File: src/rtl/leg_fetch.sv
// rtl/leg_fetch.sv - LEG instruction fetch stage: byte-wide memory reads assembled into 4-byte instructions
//
// Ports:
//   clk, rst                      clock, synchronous active-high reset
//   mem_req, mem_addr             one-cycle byte read request to program memory
//   mem_rvalid, mem_rdata         read response (at least one cycle after the request)
//   inst_valid, inst_ready        instruction handshake towards the decoder
//   inst_opcode/arg1/arg2/dest    assembled instruction bytes 0..3
//   inst_pc                       address of byte 0 of the presented instruction
//   jump_taken, jump_target       redirect from execute; target is word-aligned internally
module leg_fetch #(
    parameter int                ADDR_W   = 8,
    parameter logic [ADDR_W-1:0] RESET_PC = '0
) (
    input  logic              clk,
    input  logic              rst,
    output logic              mem_req,
    output logic [ADDR_W-1:0] mem_addr,
    input  logic              mem_rvalid,
    input  logic [7:0]        mem_rdata,
    output logic              inst_valid,
    input  logic              inst_ready,
    output logic [7:0]        inst_opcode,
    output logic [7:0]        inst_arg1,
    output logic [7:0]        inst_arg2,
    output logic [7:0]        inst_dest,
    output logic [ADDR_W-1:0] inst_pc,
    input  logic              jump_taken,
    input  logic [ADDR_W-1:0] jump_target
);

    typedef enum logic [1:0] {S_REQ, S_WAIT, S_VALID, S_DRAIN} state_t;

    state_t            state, state_nx;
    logic [ADDR_W-1:0] pc, pc_nx;
    logic [1:0]        idx, idx_nx;
    logic [3:0][7:0]   inst_q;
    logic              pending;
    logic              capture;
    logic [ADDR_W-1:0] jump_pc;

    assign jump_pc    = jump_target & ~ADDR_W'(3);
    assign mem_addr   = pc + ADDR_W'(idx);
    assign inst_valid = (state == S_VALID);

    assign inst_opcode = inst_q[0];
    assign inst_arg1   = inst_q[1];
    assign inst_arg2   = inst_q[2];
    assign inst_dest   = inst_q[3];

    always_comb begin
        state_nx = state;
        pc_nx    = pc;
        idx_nx   = idx;
        mem_req  = 1'b0;
        capture  = 1'b0;

        case (state)
            S_REQ: begin
                if (!jump_taken) begin
                    mem_req  = !rst;
                    state_nx = S_WAIT;
                end
            end
            S_WAIT: begin
                if (mem_rvalid && !jump_taken) begin
                    capture = 1'b1;
                    if (idx == 2'd3) begin
                        state_nx = S_VALID;
                    end else begin
                        idx_nx   = idx + 2'd1;
                        state_nx = S_REQ;
                    end
                end
            end
            S_VALID: begin
                if (inst_ready && !jump_taken) begin
                    pc_nx    = pc + ADDR_W'(4);
                    idx_nx   = 2'd0;
                    state_nx = S_REQ;
                end
            end
            S_DRAIN: begin
                // A response that already arrived in the redirect cycle leaves
                // nothing to drain, so leave as soon as nothing is outstanding.
                if (mem_rvalid || !pending) begin
                    state_nx = S_REQ;
                end
            end
            default: ;
        endcase

        // Redirect overrides whatever the state above decided.
        if (jump_taken) begin
            pc_nx  = jump_pc;
            idx_nx = 2'd0;
            case (state)
                S_WAIT:  state_nx = S_DRAIN;
                S_VALID: state_nx = S_REQ;
                S_DRAIN: state_nx = S_DRAIN;
                default: state_nx = S_REQ;
            endcase
        end
    end

    always_ff @(posedge clk) begin
        if (rst) begin
            state   <= S_REQ;
            pc      <= RESET_PC;
            idx     <= 2'd0;
            pending <= 1'b0;
            inst_q  <= '0;
            inst_pc <= RESET_PC;
        end else begin
            state <= state_nx;
            pc    <= pc_nx;
            idx   <= idx_nx;
            if (mem_req) begin
                pending <= 1'b1;
            end else if (mem_rvalid) begin
                pending <= 1'b0;
            end
            if (capture) begin
                inst_q[idx] <= mem_rdata;
            end
            if (state == S_WAIT && state_nx == S_VALID) begin
                inst_pc <= pc;
            end
        end
    end

endmodule

File: config.mk
export PLATFORM = sky130hd
export DESIGN_NAME = leg_fetch
export DESIGN_NICKNAME = d
export VERILOG_FILES = /design/src/rtl/leg_fetch.sv
export SDC_FILE = /design/constraint.sdc
export NUM_CORES = 1
export LEC_CHECK = 0
export ABC_CLOCK_PERIOD_IN_PS = 1400
export BUFFER_PORTS_ARGS = -buffer_cell sky130_fd_sc_hd__buf_2
export CORE_UTILIZATION = 45
export DETAILED_ROUTE_END_ITERATION = 10
export GPL_TIMING_DRIVEN = 0
export HOLD_SLACK_MARGIN = 0.03
export PLACE_DENSITY = 0.79
export SLEW_MARGIN = 20
export SYNTH_ARGS = -nofsm -noshare
export SYNTH_HDL_FRONTEND = slang
export SYNTH_SLANG_ARGS = --single-unit
File: constraint.sdc
create_clock -name clk -period 1.4 [get_ports clk]
set_input_delay 0.28 -clock clk [delete_from_list [all_inputs] [get_ports clk]]
set_output_delay 0.28 -clock clk [all_outputs]
set_load 0.005 [all_outputs]
==> flow_summary.toml <==
[place]
hpwl_mm = 3.87
post_dp_cell_area_sq_um = 2510
portBuffers = 64
place.gp.congestion = 0.816
dp_slack_ns = -0.294
placedCellCount = 371

[yosys]
netlist_area_sq_um = 2120
synth_top_flop_cell = "dfxtp_1"
synth-async-reset-ratio_pct = 0
synth_top_area_share_pct = 46.3
syn_avg_cell_area_sq_um = 8.34
ys_ff_latch = 49
synth_edf_count = 0
synth_cell_types = 33
synthCells = 254
synth_seq_area_share_pct = 46.3
yosys_warnings = 0
synthTopCellsByArea = "dfxtp_1 46%, a21oi_1 9.5%, nand3_1 9.5%"
synth_top_area_cell = "dfxtp_1"

[finish]
drive_gt1_share_pct = 34.8
stdcell_count = 382
fin_util_pct = 62.8
post-route-cell-area_sq_um = 2790
area_growth_pct = 31.8
diodes = 0
fin_nets = 355

[global_routing]
grt_pass1_wl_mm = 9.27
grt_pass1_vias = 1935
grt_start_max_net_pins = 15
grt_overflow = 0
grtUsageTotal_pct = 23.8
antenna_found_initial = 0

[worst_setup_path]
worstSetupPathType = "reg -> out"
worstPathRequired_ns = 1.12
worst_r2r_path_depth = 6
start_kind = "flop"
worstSetupEndpointType = "output pin"
cp_max_fo = 5
cp.arrival_ns = 1.18

[drt]
drt_pre_antenna_iters = 7
wirelength_mm = 5.72
dr_total_vias = 2137
drtIter0Drc = 158
postRouteAntennaNets = 0
via_per_inst = 5.59
drc_errors = 16
wl_per_cell_um = 15.0

[sta]
worst_slack_ns = -0.0635
worst_slew_pin_slew_ns = 0.600
whs_ns = 0.244
fin_skew_ns = 0.00522
slew_viol_final = 0
max_freq_mhz = 683
setup_viol = 2
period_minus_slack_ns = 1.46
period_share_pct = 105
max-slew-margin-rel_pct = 60.0
grt_setup_unrepaired = "true"
hold_violations = 0
fin_tns_setup_ns = -0.0700

[clocking]
cts_max_level = 2
path_clk_slew_ns = 0.09
cts_hold_buf = 0
clock_path_buffers = 2
clock_latency_ns = 0.30
cts-root-buf = "clkbuf_8"
cts_buffers = 5
cts.sinks = 49
cts_tree = "done"

[power_and_ir_drop]
total_power_mw = 2.51
vdd_drop_max_v = 0.000405
p_per_area_nw_per_um2 = 898
leakagePower_nw = 1.16

[floorplan]
core_sq_um = 4440
start_util_pct = 47.7
die_area_sq_um = 4990
rows = 24
die_w_um = 70.6
die_h_um = 70.6
io_pins = 71

[min_path]
whs_path_depth = 3
hold_class = "in -> reg"

[status]
status = "complete, but fails checks"
violations = "design-rule violations, negative setup slack"

[run]
maxCapViolations = 0
## cell usage in the layout (no fill, tap or decap), drive strengths merged
cell,n
o21ai,42
nand3,40
nand4bb,2
nand3b,1
conb,2
clkinvlp,1
nor4,1
inv,7
o31ai,1
or3,2
buf,83
a311oi,4
mux2i,1
xor2,2
and3b,2
and4bb,2
nor3,1
clkinv,2
o21a,1
or4,1
nand2,5
clkbuf,16
o211ai,1
nor2b,1
ha,5
a211oi,5
dfxtp,49
nand4b,2
a21oi,40
nor2,8
## sequential cells by signal (all words and copies together) (netlist names)
name	flops
inst_dest	8
inst_arg1	8
inst_opcode	8
pending	1
state	2
inst_pc	6
pc	6
idx	2
inst_arg2	8
## metal layers
| metal | GRT usage [%] | share of wire (%) | vias up |
|---|---|---|---|
| li1 | - | - | 1057 |
| met2 | 37.6 | 48 | 80 |
| met3 | 5.98 | 6.6 | 8 |
| met5 | 0 | 0 | - |
| met4 | 9.11 | 1.4 | 0 |
| met1 | 31.4 | 44 | 992 |
## where the power goes
group / switching [mW] / leakage, nW / total [mW] / internal (mW)
combinational: 0.148 / 0.712 / 0.263 / 0.115
sequential: 0.0277 / 0.401 / 1.44 / 1.41
clock: 0.454 / 0.0450 / 0.801 / 0.347
total: 0.630 / 1.16 / 2.51 / 1.88
## cell usage after synthesis, drive strengths merged, types with 4 or more instances
cell type / number
buf: 9
a21oi: 40
nor2: 8
o21ai: 42
a211oi: 5
inv: 8
ha: 5
nand2: 5
a311oi: 4
dfxtp: 49
clkbuf: 17
nand3: 40
## path summary, 6_finish.rpt
path / startpoint / end / slack, ns
setup / recovery: state[0] / mem_req / -0.06
hold / removal: jump_target[3] / pc[3] / 0.24
setup reg to reg: state[1] / idx[0] / 0.01
hold reg to reg: inst_arg1[7] / inst_arg1[7] / 0.47
## cell families after synthesis
group | count (synthesis) | share of synthesized area, %
AOI/OAI and AO/OA | 94 | 23.9
and+or+nand+nor | 68 | 18.5
other | 1 | 0.177
adders and majority gates | 5 | 2.95
buffers and inverters | 34 | 6.91
xor gates and xnor gates | 2 | 0.827
muxes | 1 | 0.473
DFF | 49 | 46.3
## worst max-delay path, stage by stage, from the launching register on
cell and delay (ns):
dfxtp_4 0.37, buf_8 0.12, nor4_4 0.24, buf_2 0.14
## area by class of cell
class	instances	area [sq um]
Sequential cell	49	1000
Clock buffer	6	72.6
Clock inverter	2	10.0
Tap cell	52	65.1
Inverter	8	33.8
Fill cell	398	1650
Timing Repair Buffer	71	388
Buffer	22	150
Multi-Input combinational cell	172	1070
## timing repair
action                                 CTS  global route
pin swaps                                2             5
endpoints found under the hold margin    0             0
setup buffers                            7             0
resized for setup                       25            51
setup endpoints to repair               41            39
Note: power is estimated with default switching activity, not from simulation.
